--- src/rtl/pipe_stage_reg.sv ---
// -----------------------------------------------------------------------------
// pipe_stage_reg
//
// Reusable handshaked pipeline register placed between two adjacent stages of
// the MIPS core. It carries a control bundle and a data bundle and provides:
//   - valid/ready flow control. Stall is out_valid && !out_ready.
//   - synchronous flush from the hazard unit. Flush has the highest priority.
//     It zeroes the control bundle of every held entry and drops any input
//     presented in the same cycle.
//   - saturating stall and flush performance counters with synchronous clear.
//
// Handshake rules:
//   An entry moves across a port at a rising clock edge only when valid and
//   ready are both 1 at that edge. A held entry never changes while it waits.
//   A valid entry never withdraws while it waits. Flush overrides both
//   handshakes: an entry held at a flush edge is discarded, not handed off.
//
// Optional feature (macro PIPE_SKID_EN):
//   When the macro is defined, one skid entry is added behind the main
//   register. in_ready then depends only on registered state, plus flush.
//   This cuts the combinational out_ready -> in_ready path. When the macro is
//   not defined, there is a single register and in_ready is combinational.
//
// Ports:
//   clk        in   rising-edge clock
//   rst_n      in   asynchronous active-low reset
//   in_valid   in   upstream holds a valid instruction
//   in_ready   out  this register accepts this cycle
//   in_ctrl    in   [CTRL_W] control bundle from upstream
//   in_data    in   [DATA_W] data bundle from upstream
//   flush      in   kill the contents of this stage
//   out_valid  out  downstream sees a valid instruction
//   out_ready  in   downstream accepts this cycle (0 = stall)
//   out_ctrl   out  [CTRL_W] registered control, all-zero when out_valid = 0
//   out_data   out  [DATA_W] registered data, holds when out_valid = 0
//   cnt_clr    in   synchronous clear of both counters
//   stall_cnt  out  [CNT_W] number of cycles with out_valid && !out_ready
//   flush_cnt  out  [CNT_W] number of valid entries discarded by flush
// -----------------------------------------------------------------------------
module pipe_stage_reg #(
   parameter int DATA_W = 32,
   parameter int CTRL_W = 8,
   parameter int CNT_W  = 16
) (
   input  logic              clk,
   input  logic              rst_n,
   input  logic              in_valid,
   output logic              in_ready,
   input  logic [CTRL_W-1:0] in_ctrl,
   input  logic [DATA_W-1:0] in_data,
   input  logic              flush,
   output logic              out_valid,
   input  logic              out_ready,
   output logic [CTRL_W-1:0] out_ctrl,
   output logic [DATA_W-1:0] out_data,
   input  logic              cnt_clr,
   output logic [CNT_W-1:0]  stall_cnt,
   output logic [CNT_W-1:0]  flush_cnt
);

   // Main register
   logic              main_vld_q,  main_vld_d;
   logic [CTRL_W-1:0] main_ctrl_q, main_ctrl_d;
   logic [DATA_W-1:0] main_data_q, main_data_d;

   // Performance counters
   logic [CNT_W-1:0]  stall_cnt_q, stall_cnt_d;
   logic [CNT_W-1:0]  flush_cnt_q, flush_cnt_d;

   logic              accept;
   logic              handoff;
   logic              stall;
   logic [1:0]        flush_inc;

   // Saturating add of a small increment. The sum is one bit wider than the
   // counter so that an overflow can be detected and clamped to all-ones.
   function automatic logic [CNT_W-1:0] sat_add(input logic [CNT_W-1:0] a,
                                                input logic [1:0]       b);
      logic [CNT_W:0] s;
      s = {1'b0, a} + {{(CNT_W-1){1'b0}}, b};
      return s[CNT_W] ? {CNT_W{1'b1}} : s[CNT_W-1:0];
   endfunction

   assign handoff = main_vld_q && out_ready;
   assign stall   = main_vld_q && !out_ready;
   assign accept  = in_valid && in_ready;

`ifdef PIPE_SKID_EN
   logic              skid_vld_q,  skid_vld_d;
   logic [CTRL_W-1:0] skid_ctrl_q, skid_ctrl_d;
   logic [DATA_W-1:0] skid_data_q, skid_data_d;

   // in_ready comes from a register. Flush is the only combinational term.
   // It keeps upstream moving while the stage is being killed.
   assign in_ready  = !skid_vld_q || flush;
   assign flush_inc = flush ? ({1'b0, main_vld_q} + {1'b0, skid_vld_q}) : 2'd0;

   always_comb begin
      main_vld_d  = main_vld_q;
      main_ctrl_d = main_ctrl_q;
      main_data_d = main_data_q;
      skid_vld_d  = skid_vld_q;
      skid_ctrl_d = skid_ctrl_q;
      skid_data_d = skid_data_q;
      if (flush) begin
         main_vld_d  = 1'b0;
         main_ctrl_d = '0;
         skid_vld_d  = 1'b0;
         skid_ctrl_d = '0;
      end else if (handoff) begin
         if (skid_vld_q) begin
            // The older skid entry moves forward. in_ready was 0, so there
            // is no accept in this cycle.
            main_ctrl_d = skid_ctrl_q;
            main_data_d = skid_data_q;
            skid_vld_d  = 1'b0;
            skid_ctrl_d = '0;
         end else if (accept) begin
            main_ctrl_d = in_ctrl;
            main_data_d = in_data;
         end else begin
            main_vld_d  = 1'b0;
            main_ctrl_d = '0;
         end
      end else if (!main_vld_q) begin
         if (accept) begin
            main_vld_d  = 1'b1;
            main_ctrl_d = in_ctrl;
            main_data_d = in_data;
         end
      end else if (accept) begin
         // Main is stalled, so the new entry parks in the skid slot.
         skid_vld_d  = 1'b1;
         skid_ctrl_d = in_ctrl;
         skid_data_d = in_data;
      end
   end

   always_ff @(posedge clk or negedge rst_n) begin
      if (!rst_n) begin
         skid_vld_q  <= 1'b0;
         skid_ctrl_q <= '0;
         skid_data_q <= '0;
      end else begin
         skid_vld_q  <= skid_vld_d;
         skid_ctrl_q <= skid_ctrl_d;
         skid_data_q <= skid_data_d;
      end
   end
`else
   assign in_ready  = !main_vld_q || out_ready || flush;
   assign flush_inc = (flush && main_vld_q) ? 2'd1 : 2'd0;

   always_comb begin
      main_vld_d  = main_vld_q;
      main_ctrl_d = main_ctrl_q;
      main_data_d = main_data_q;
      if (flush) begin
         main_vld_d  = 1'b0;
         main_ctrl_d = '0;
      end else if (accept) begin
         main_vld_d  = 1'b1;
         main_ctrl_d = in_ctrl;
         main_data_d = in_data;
      end else if (handoff) begin
         // The data field keeps its last value. Only control is cleared.
         main_vld_d  = 1'b0;
         main_ctrl_d = '0;
      end
   end
`endif

   // cnt_clr wins over an increment in the same cycle.
   always_comb begin
      stall_cnt_d = stall_cnt_q;
      flush_cnt_d = flush_cnt_q;
      if (cnt_clr) begin
         stall_cnt_d = '0;
         flush_cnt_d = '0;
      end else begin
         stall_cnt_d = sat_add(stall_cnt_q, {1'b0, stall});
         flush_cnt_d = sat_add(flush_cnt_q, flush_inc);
      end
   end

   always_ff @(posedge clk or negedge rst_n) begin
      if (!rst_n) begin
         main_vld_q  <= 1'b0;
         main_ctrl_q <= '0;
         main_data_q <= '0;
         stall_cnt_q <= '0;
         flush_cnt_q <= '0;
      end else begin
         main_vld_q  <= main_vld_d;
         main_ctrl_q <= main_ctrl_d;
         main_data_q <= main_data_d;
         stall_cnt_q <= stall_cnt_d;
         flush_cnt_q <= flush_cnt_d;
      end
   end

   assign out_valid = main_vld_q;
   assign out_ctrl  = main_ctrl_q;
   assign out_data  = main_data_q;
   assign stall_cnt = stall_cnt_q;
   assign flush_cnt = flush_cnt_q;

`ifndef SYNTHESIS
   // A bubble must never carry live control signals downstream.
   ctrl_zero_when_idle: assert property (@(posedge clk) disable iff (!rst_n)
      !main_vld_q |-> (main_ctrl_q == '0));
`endif

endmodule

--- config.mk ---
export PLATFORM = sky130hd
export DESIGN_NAME = pipe_stage_reg
export DESIGN_NICKNAME = d
export VERILOG_FILES = /design/src/rtl/pipe_stage_reg.sv
export SDC_FILE = /design/constraint.sdc
export NUM_CORES = 1
export LEC_CHECK = 0
export BUFFER_PORTS_ARGS = -buffer_cell sky130_fd_sc_hd__buf_2
export CAP_MARGIN = 20
export CORE_UTILIZATION = 53
export DETAILED_ROUTE_END_ITERATION = 10
export PLACE_DENSITY = 0.85
export SYNTH_ARGS = -nofsm -noshare
export SYNTH_HDL_FRONTEND = slang
export SYNTH_SLANG_ARGS = --single-unit
--- constraint.sdc ---
create_clock -name clk -period 4 [get_ports clk]
set_input_delay 0.8 -clock clk [delete_from_list [all_inputs] [get_ports clk]]
set_output_delay 0.8 -clock clk [all_outputs]
set_load 0.02 [all_outputs]
==> flow_metrics.env <==
export IMPL_status="finished, final reports clean"
export IMPL_cts_tree="built"
export IMPL_port_buffers=119
export IMPL_switchingPower_uw=472
export IMPL_finalSetupViolCount=0
export IMPL_layout_commonest_cell="buf_2"
export IMPL_cts_root_buf="clkbuf_8"
export IMPL_sw_frac_of_total=0.272
export IMPL_r2r_start="out_valid"
export IMPL_min_path_type="register to register"
export IMPL_synth_distinct_cells=37
export IMPL_start_util=0.548
export IMPL_layout_nets=425
export IMPL_crit_fanout=12
export IMPL_worst_pin_slew_ns=0.884
export IMPL_final_cell_mix="buf_2, dfrtp_1, mux2_2, nand4_1, a21oi_1"
export IMPL_drt_wl_total_mm=6.89
export IMPL_syn_nets=308
export IMPL_hp_start="out_data[30]"
export IMPL_power_density_mw_per_mm2=424
export IMPL_max_freq_mhz=420
export IMPL_die_y_um=80.3
export IMPL_critPathRequiredTime_ns=4.25
export IMPL_intPower_uw=1260
export IMPL_area_growth_synth_to_final_pct=25.7
export IMPL_wire_per_inst_um=15.1
export IMPL_ant_nets=0
export IMPL_fin_crit_sh=0.595
export IMPL_synthCells=259
export IMPL_cap_violations=0
export IMPL_startpoint_type="input pin"
export IMPL_timing_hold_ws_ns=0.497
export IMPL_critPathKind="input pin to register"
export IMPL_critPathArrivalTime_ns=2.63
export IMPL_gp_congestion=0.780
export IMPL_yosysSeqAreaShare=0.563
export IMPL_drc=0
export IMPL_clockBufferDepth=2
export IMPL_antenna_found_initial=0
export IMPL_synth_area_sq_mm=0.00325
export IMPL_antenna_cells=0
export IMPL_numCtsBuffers=9
export IMPL_holdBufCountCts=0
export IMPL_min_period_ns=2.38
export IMPL_grt_max_degree=74
export IMPL_clock_power_share=0.362
export IMPL_postCtsSetupBuffers=0
export IMPL_rows=28
export IMPL_slew_headroom=0.410
export IMPL_total_leakage_power_uw=0.00203
export IMPL_die_w_um=80.3
export IMPL_grt_pass1_wl_mm=11.2
export IMPL_rsz0062_at_grt="no"
export IMPL_tns_ns=0
export IMPL_worst_setup_path_end_kind="register"
export IMPL_async_reset_ff_frac=1.00
export IMPL_ir_drop_mv=0.277
export IMPL_cts_htree_levels=3
export IMPL_core_sq_mm=0.00592
export IMPL_ioPinCount=120
export IMPL_grt_usage=0.230
export IMPL_grt_pass1_vias=2351
export IMPL_grt_overflow=0
export IMPL_dpl_hpwl_mm=4.78
export IMPL_slew_viol_final=0
export IMPL_drt_first_iter_violations=162
export IMPL_die_area_sq_mm=0.00644
export IMPL_via_per_inst=5.47
export IMPL_ys_flop_type="dfrtp_1"
export IMPL_pwr_share_comb=0.157
export IMPL_layout_drive_gt1_share=0.483
export IMPL_seq_power_share=0.481
export IMPL_path_clk_slew_ns=0.08
export IMPL_synth_edf_count=0
export IMPL_fin_skew_ns=0.00830
export IMPL_cts_sinks=73
export IMPL_yosysWarnings=0
export IMPL_syn_area_per_cell_sq_um=12.5
export IMPL_clk_latency_ns=0.34
export IMPL_cp_startpoint="out_ready"
export IMPL_via_count=2493
export IMPL_hold_viol_final=0
export IMPL_dr_pass1_iters=4
export IMPL_cts_resized=0
export IMPL_utilization=0.690
export IMPL_synth_seq_cells=73
## power by group through the flow
stage	clock network [uW]	registers [uW]	logic (uW)
3_5_place_dp	0	846	276
4_1_cts	638	834	276
3_3_place_gp	0	842	268
6_report	628	833	272
2_1_floorplan	0	923	79.0
5_1_grt	668	842	293
## worst paths after layout
path,end,slack [ns],depth (start not counted)
setup / recovery,stall_cnt[0],1.62,6
hold / removal,out_data[30],0.50,1
setup reg to reg,stall_cnt[0],1.72,5
hold reg to reg,out_data[30],0.50,1
max in group asynchronous,out_data[11],2.84,1
min in group asynchronous,flush_cnt[12],0.56,1
## state kept, by name, indices dropped and copies added (netlist names)
name	flops
out_ctrl	8
flush_cnt	16
out_valid	1
stall_cnt	16
out_data	32
## synthesized netlist by cell type (2+ instances only)
master | instances | area, sq um
dfrtp_1 | 73 | 1830
nand3_1 | 6 | 30.0
and4_1 | 3 | 26.3
and3_1 | 5 | 31.3
nor2b_1 | 4 | 25.0
nand2_1 | 6 | 22.5
o21ai_0 | 3 | 15.0
a211oi_1 | 4 | 30.0
buf_6 | 4 | 45.0
mux2_2 | 31 | 349
and4_2 | 2 | 20.0
o21ai_2 | 10 | 87.6
mux2_1 | 3 | 33.8
buf_2 | 5 | 25.0
xor2_1 | 12 | 105
nor3_1 | 5 | 25.0
a22o_1 | 8 | 70.1
ha_1 | 3 | 37.5
nand4_1 | 16 | 100
a21oi_1 | 15 | 75.1
xnor2_1 | 9 | 78.8
clkbuf_1 | 5 | 18.8
nor2_1 | 9 | 33.8
inv_1 | 5 | 18.8
## critical path, cell delays in order
cell and delay, ns:
buf_2 0.10, nor2b_1 0.36, ha_1 0.29, and4_1 0.32, nand4_1 0.45, a21oi_1 0.29
## area by class of cell
type	instances	area (sq um)
sequential	73	1830
timing repair buffer	120	606
multi-input combinational	167	1320
inverter	5	18.8
clock inverter	7	95.1
fill	445	1840
tap	75	93.8
clock buffer	9	124
## cells by family after synthesis
logic type               after synthesis  synth area share
multiplexers                          34             0.118
XOR/XNOR                              21            0.0566
AO/OA/AOI/OAI                         44            0.0944
buffers and inverters                 19            0.0331
flip-flops                            73             0.563
AND/OR/NAND/NOR                       65             0.124
adder cells (fa/ha/maj)                3            0.0116
## layer usage
metal  routed length, um  part of all wire  global-route usage  up-vias
met1                2960              0.43               0.298     1204
met5                   0                 0                   0        -
li1                    -                 -                   -     1179
met2                3210              0.47               0.346       99
met3                 584             0.085              0.0739       11
met4                 131             0.019               0.116        0
## per-stage QoR
stage	cell area [sq um]	worst slack [ns]	total power [uW]	cells
after floorplan	3250	1.74	1000	259
after global placement	3860	1.33	1110	440
after detailed placement	3860	1.27	1120	440
after CTS	4080	1.61	1750	456
after global routing	4080	1.41	1800	456
final	4080	1.62	1730	456
Note: power is estimated with default switching activity, not from simulation.
